===== src/rtl/dnn_pkg.sv =====
// dnn_pkg: shared constants, binary16 field positions and helpers for the classifier layers.
// Also holds the fc2_argmax state encoding.
package dnn_pkg;
   localparam int NUM_CLASSES = 10;
   localparam int FP_W        = 16;
   localparam int FP_SIGN     = 15;
   localparam int FP_EXP_HI   = 14;
   localparam int FP_EXP_LO   = 10;
   localparam int FP_MANT_HI  = 9;
   localparam int FP_MANT_LO  = 0;
   localparam logic [FP_EXP_HI-FP_EXP_LO:0] FP16_NAN_EXP = 5'h1F;

   typedef enum logic [1:0] {
      ST_IDLE = 2'd0,
      ST_LOAD = 2'd1,
      ST_SCAN = 2'd2,
      ST_DONE = 2'd3
   } state_t;

   function automatic logic fp16_is_nan(input logic [FP_W-1:0] x);
      return (x[FP_EXP_HI:FP_EXP_LO] == FP16_NAN_EXP) && (|x[FP_MANT_HI:FP_MANT_LO]);
   endfunction

   // Maps binary16 onto an unsigned key whose integer order is the float order; both zeros share one key.
   function automatic logic [FP_W-1:0] fp16_key(input logic [FP_W-1:0] x);
      logic [FP_W-1:0] w_mag;
      w_mag = {1'b0, x[FP_SIGN-1:0]};
      if (w_mag == '0)
         return {1'b1, {(FP_W-1){1'b0}}};
      return x[FP_SIGN] ? ~x : (x | {1'b1, {(FP_W-1){1'b0}}});
   endfunction
endpackage


===== src/rtl/float16_gt.sv =====
// float16_gt: combinational strict a > b on binary16; +0 equals -0, any NaN operand yields 0.
module float16_gt
   import dnn_pkg::*;
(
   input  logic [FP_W-1:0] i_a,
   input  logic [FP_W-1:0] i_b,
   output logic            o_gt
);
   logic w_nan;

   assign w_nan = fp16_is_nan(i_a) || fp16_is_nan(i_b);
   assign o_gt  = !w_nan && (fp16_key(i_a) > fp16_key(i_b));
endmodule


===== src/rtl/fc2_argmax.sv =====
// fc2_argmax: latches the FC2 scores, scans them one per cycle and reports the index and value
// of the largest score, a one-hot LED vector and an error flag (FC2 overflow or NaN seen).
module fc2_argmax
   import dnn_pkg::*;
(
   input  logic                        clk,
   input  logic                        iRst_n,
   input  logic                        ena,
   input  logic [NUM_CLASSES*FP_W-1:0] scores,
   input  logic                        overflow_in,
   output logic                        done,
   output logic [3:0]                  digit,
   output logic [NUM_CLASSES-1:0]      digit_onehot,
   output logic [FP_W-1:0]             max_score,
   output logic                        error
);
   state_t                              r_state;
   state_t                              w_next;
   logic [NUM_CLASSES-1:0][FP_W-1:0]    r_scores;
   logic [3:0]                          r_idx;
   logic [3:0]                          r_best_idx;
   logic [FP_W-1:0]                     r_best;
   logic [FP_W-1:0]                     w_elem;
   logic                                w_gt;
   logic                                w_last;

   assign w_elem = r_scores[r_idx];
   assign w_last = (r_idx == 4'(NUM_CLASSES-1));

   float16_gt u_gt (
      .i_a  (w_elem),
      .i_b  (r_best),
      .o_gt (w_gt)
   );

   always_ff @(posedge clk or negedge iRst_n) begin
      if (!iRst_n)
         r_state <= ST_IDLE;
      else
         r_state <= w_next;
   end

   always_comb begin
      w_next = r_state;
      if (!ena)
         w_next = ST_IDLE;
      else if (r_state == ST_IDLE)
         w_next = ST_LOAD;
      else if (r_state == ST_LOAD)
         w_next = ST_SCAN;
      else if (r_state == ST_SCAN)
         w_next = w_last ? ST_DONE : ST_SCAN;
   end

   always_ff @(posedge clk or negedge iRst_n) begin
      if (!iRst_n) begin
         r_scores     <= '0;
         r_idx        <= '0;
         r_best_idx   <= '0;
         r_best       <= '0;
         done         <= 1'b0;
         digit        <= '0;
         digit_onehot <= '0;
         max_score    <= '0;
         error        <= 1'b0;
      end else if (!ena || r_state == ST_IDLE) begin
         done         <= 1'b0;
         digit        <= '0;
         digit_onehot <= '0;
         max_score    <= '0;
         error        <= 1'b0;
      end else begin
         case (r_state)
            ST_LOAD: begin
               r_scores   <= scores;
               error      <= overflow_in;
               r_idx      <= '0;
               r_best_idx <= '0;
               r_best     <= '0;
            end
            ST_SCAN: begin
               // NaN elements are skipped; the comparator already rejects them, this only flags them.
               if (fp16_is_nan(w_elem))
                  error <= 1'b1;
               else if (w_gt) begin
                  r_best     <= w_elem;
                  r_best_idx <= r_idx;
               end
               r_idx <= r_idx + 4'd1;
            end
            ST_DONE: begin
               done         <= 1'b1;
               digit        <= r_best_idx;
               digit_onehot <= NUM_CLASSES'(1) << r_best_idx;
               max_score    <= r_best;
            end
            default: ;
         endcase
      end
   end
endmodule


===== config.mk =====
export PLATFORM = sky130hd
export DESIGN_NAME = fc2_argmax
export DESIGN_NICKNAME = d
export VERILOG_FILES = /design/src/rtl/dnn_pkg.sv /design/src/rtl/float16_gt.sv /design/src/rtl/fc2_argmax.sv
export SDC_FILE = /design/constraint.sdc
export NUM_CORES = 1
export LEC_CHECK = 0
export ABC_AREA = 1
export ABC_CLOCK_PERIOD_IN_PS = 2980
export CAP_MARGIN = 10
export CORE_MARGIN = 10
export CORE_UTILIZATION = 48
export CTS_CLUSTER_SIZE = 25
export DETAILED_ROUTE_END_ITERATION = 12
export PLACE_DENSITY = 0.77
export SYNTH_ARGS = -nofsm -noshare
export SYNTH_HDL_FRONTEND = slang
export SYNTH_SLANG_ARGS = --single-unit

===== constraint.sdc =====
create_clock -name clk -period 2.98 [get_ports clk]
set_input_delay 0.447 -clock clk [delete_from_list [all_inputs] [get_ports clk]]
set_output_delay 0.447 -clock clk [all_outputs]
set_load 0.01 [all_outputs]

==> flow_summary.json <==
{
  "post_synth_instance_area_sq_um": 10900,
  "ff2ff_path_depth": 20,
  "postSynthAreaPerCell_sq_um": 8.39,
  "final_nets": 1760,
  "syn-num-nets": 1482,
  "post-synth-top-area-cell": "sky130_fd_sc_hd__dfrtp_1",
  "power.share.sequential": 0.258,
  "fmaxAchievable_mhz": 275,
  "cts_tree": "yes",
  "synthesis.yosys.warnings": 0,
  "timing_worst_slew_pin_value_ps": 730,
  "areaGrowthSynthToFinish_pct": 41.0,
  "aggregate_global_routing_overflow": 0,
  "synth_compound_area_frac": 0.119,
  "die_w_um": 170,
  "total_via_count_in_the_routed_design": 10200,
  "post-route-worst-setup-slack_ps": -658,
  "regToRegSetupSlack_ps": -660,
  "ys_async_sr_fraction": 1.00,
  "cts_root_cell": "sky130_fd_sc_hd__clkbuf_16",
  "crit_chain": "buf_12, clkinv_8, buf_4, a21oi_1, o21ai_0, nand3_1, a32o_1, buf_12, xnor2_1, nor2_4, ha_4, nand4_1, buf_4, o21ai_2, nor3_2, a21oi_2, nand2_2, buf_6, nand3_1, nand2_1",
  "totalNegativeSetupSlack_ps": -12530,
  "post-route-min-period_ps": 3640,
  "wl_mm": 35.0,
  "critical_path_s_slowest_cell": "sky130_fd_sc_hd__dfrtp_4",
  "setup.worst_path.end_class": "register",
  "grt_pass1_vias": 10200,
  "power.share.combinational": 0.569,
  "core_area_sq_um": 22000,
  "detailed_place.area_sq_um": 13900,
  "clkTransAtPathRegs_ps": 60,
  "crit_path_max_incr_delay_ps": 500,
  "via_per_inst": 5.47,
  "timing.clock.skew_ps": 19.0,
  "clock_share_of_power": 0.173,
  "cell_internal_pwr_w": 0.0106,
  "antenna_violating_nets_post_route": 0,
  "total_chip_power_w": 0.0180,
  "floorplan.initialDensity": 0.493,
  "drive_gt1_frac": 0.184,
  "ys_top_cells_by_area": "sky130_fd_sc_hd__dfrtp_1 50%, sky130_fd_sc_hd__nand2_1 9.6%, sky130_fd_sc_hd__o21ai_0 8.6%",
  "ctsHtreeMaxLevel": 1,
  "syn-instance-count": 1296,
  "final_util": 0.696,
  "hpwlAfterDp_mm": 24.5,
  "ys_ff_latch": 218,
  "grt_max_degree": 70,
  "finish.instance_area_sq_um": 15300,
  "largest_family_of_logic_cells_by_synthesized_area": "simple AND/OR/NAND/NOR gates",
  "top_level_port_count": 196,
  "grt_first_pass_wirelength_mm": 53.7,
  "detail_route.first_pass.iterations": 5,
  "grt_setup_unrepaired": "yes",
  "place.port_buffers": 195,
  "insertion_delay_ps": 530,
  "clock_sink_count": 218,
  "synth-simple-area-share": 0.201,
  "initialDrtViolationCount": 1219,
  "yosys.cell_types.count": 32,
  "power.share.switching": 0.412,
  "synth-edff-count": 0,
  "cts_made_buffers": 24,
  "peak_fanout_along_the_critical_path": 15,
  "route.detailed.drc": 0,
  "critical_path.startpoint_type": "register",
  "gp_weighted_congestion": 0.954,
  "antenna_found_initial": 2,
  "post_synth_mux_area_share": 0.0549,
  "timing.setup.critical_path_class": "register to register",
  "status": "complete, but fails checks",
  "die_h_um": 170,
  "core.rowCount": 54,
  "slew_viol_final": 0,
  "hold_violation_total_from_the_final_report": 0,
  "synth-xor-area-share": 0.0105,
  "clk_path_buf_depth": 3,
  "maxSlewHeadroom": 0.513,
  "proportion_of_netlist_area_held_by_the_largest_area_contributor": 0.502,
  "worstPathRequired_ps": 3390,
  "grt.total_usage": 0.230,
  "violations": "negative setup slack",
  "reg_to_reg_critical_path_endpoint": "r_best[13]",
  "switching_power_w": 0.00742,
  "place_worst_setup_slack_ps": -630,
  "insertedDiodeCount": 0,
  "rr_startpoint": "r_idx[0]",
  "crit_arrival_ps": 4050,
  "setup-violations-final": 20,
  "die-area_sq_um": 29100,
  "post_synth_fa_ha_maj_area_fraction": 0.0253,
  "vdd_ir_drop_max_mv": 0.568,
  "synth_seq_area_share": 0.502,
  "p_leak_nw": 7.04,
  "p_per_area_nw_per_um2": 1180,
  "wl_per_cell_um": 18.7,
  "layout_worst_path_cycle_share": 1.22,
  "min_path_type": "primary input to async pin",
  "synth-main-ff-cell": "sky130_fd_sc_hd__dfrtp_1",
  "timing.max_cap.violations": 0
}
-- worst max-delay path: cells and delay by family, from the launching register on --
kind | cells | cell delay [ps]
DFF | 1 | 500
xor gates and xnor gates | 1 | 280
buffers and inverters | 6 | 960
adders and majority gates | 1 | 270
AOI/OAI and AO/OA | 5 | 780
and+or+nand+nor | 7 | 710
-- per-stage QoR --
| step | cells | hold slack, ps |
|---|---|---|
| after floorplan | 1296 | 151 |
| after global placement | 1806 | 436 |
| after detailed placement | 1806 | 438 |
| after CTS | 1861 | 469 |
| after global routing | 1872 | 490 |
| final | 1872 | 463 |
-- how the worst max path moves through the flow --
stage                        start         end  slack [ps]
after global routing      r_idx[0]  r_best[13]        -800
after detailed placement  r_idx[0]   r_best[3]        -630
final                     r_idx[0]  r_best[13]        -660
after CTS                 r_idx[0]   r_best[5]        -470
after floorplan           r_idx[0]  r_best[10]         -50
after global placement    r_idx[0]   r_best[3]        -590
-- state kept, by name (all words and copies together), names as in the netlist, 2 cells and up --
register and cells:
r_best 16, r_scores 160, r_best_idx 4, max_score 16, digit 4, r_state 2, digit_onehot 10, r_idx 4
-- metal layers --
metal	wire (um)	track usage	vias up
li1	-	-	4819
met1	14600	0.310	4857
met2	16100	0.360	476
met3	3210	0.0588	79
met4	964	0.0641	4
met5	23	0	-
-- power groups by stage --
stage / logic [W] / registers [W] / clock network [W]
6_report: 0.0102 / 0.00465 / 0.00313
5_1_grt: 0.0113 / 0.00474 / 0.00328
4_1_cts: 0.00924 / 0.00464 / 0.00314
2_1_floorplan: 0.00556 / 0.00449 / 0
3_3_place_gp: 0.00858 / 0.00462 / 0
3_5_place_dp: 0.00872 / 0.00467 / 0
-- area by class of cell --
class,count,area (sq um)
Inverter,147,572
Fill cell,1647,6700
Clock buffer,37,709
Sequential cell,218,5460
Multi-Input combinational cell,848,4770
Tap cell,280,350
Timing Repair inverter,1,5.00
Timing Repair Buffer,334,3340
Clock inverter,7,125
-- synth_stat cells (2+ instances only) --
| master | instances |
|---|---|
| sky130_fd_sc_hd__xor2_1 | 2 |
| sky130_fd_sc_hd__nor3_1 | 4 |
| sky130_fd_sc_hd__o21ai_1 | 3 |
| sky130_fd_sc_hd__nor2_1 | 68 |
| sky130_fd_sc_hd__nor4_1 | 2 |
| sky130_fd_sc_hd__xnor2_1 | 11 |
| sky130_fd_sc_hd__nand4_1 | 26 |
| sky130_fd_sc_hd__ha_1 | 22 |
| sky130_fd_sc_hd__mux2_2 | 53 |
| sky130_fd_sc_hd__buf_2 | 26 |
| sky130_fd_sc_hd__buf_4 | 11 |
| sky130_fd_sc_hd__a21oi_1 | 29 |
| sky130_fd_sc_hd__nand2_1 | 278 |
| sky130_fd_sc_hd__nand3_1 | 136 |
| sky130_fd_sc_hd__clkinv_1 | 2 |
| sky130_fd_sc_hd__inv_1 | 143 |
| sky130_fd_sc_hd__dfrtp_1 | 218 |
| sky130_fd_sc_hd__o21ai_0 | 186 |
| sky130_fd_sc_hd__inv_2 | 2 |
| sky130_fd_sc_hd__buf_1 | 2 |
| sky130_fd_sc_hd__o211ai_1 | 19 |
| sky130_fd_sc_hd__clkbuf_1 | 43 |
-- layout by cell type, fill, tap and decap left out, types with 15 or more instances in the layout --
cell / count
sky130_fd_sc_hd__nand2_1: 270
sky130_fd_sc_hd__dfrtp_1: 216
sky130_fd_sc_hd__clkdlybuf4s50_1: 194
sky130_fd_sc_hd__o21ai_0: 175
sky130_fd_sc_hd__inv_1: 142
sky130_fd_sc_hd__nand3_1: 108
sky130_fd_sc_hd__buf_4: 107
sky130_fd_sc_hd__nor2_1: 59
sky130_fd_sc_hd__mux2_2: 53
sky130_fd_sc_hd__nand3_2: 28
sky130_fd_sc_hd__clkbuf_16: 28
sky130_fd_sc_hd__a21oi_1: 27
sky130_fd_sc_hd__nand4_1: 26
sky130_fd_sc_hd__o211ai_1: 19
sky130_fd_sc_hd__ha_1: 19
sky130_fd_sc_hd__buf_12: 15
-- cell families (layout without fill, tap and decap cells) --
kind of cell               after synthesis  after routing
xor gates and xnor gates                13             13
DFF                                    218            218
buffers and inverters                  230            526
AOI/OAI and AO/OA                      245            245
adders and majority gates               22             22
and+or+nand+nor                        515            515
muxes                                   53             53
-- what timing repair did --
action | in CTS | in global routing
hold endpoints to repair | 64 | 0
setup buffers | 5 | 5
gates cloned | 5 | 7
hold buffers | 1 | 0
setup endpoints to repair | 20 | 20
pin swaps | 10 | 31
gates resized for setup | 41 | 51
No activity file was read; power rests on OpenSTA's default activity.
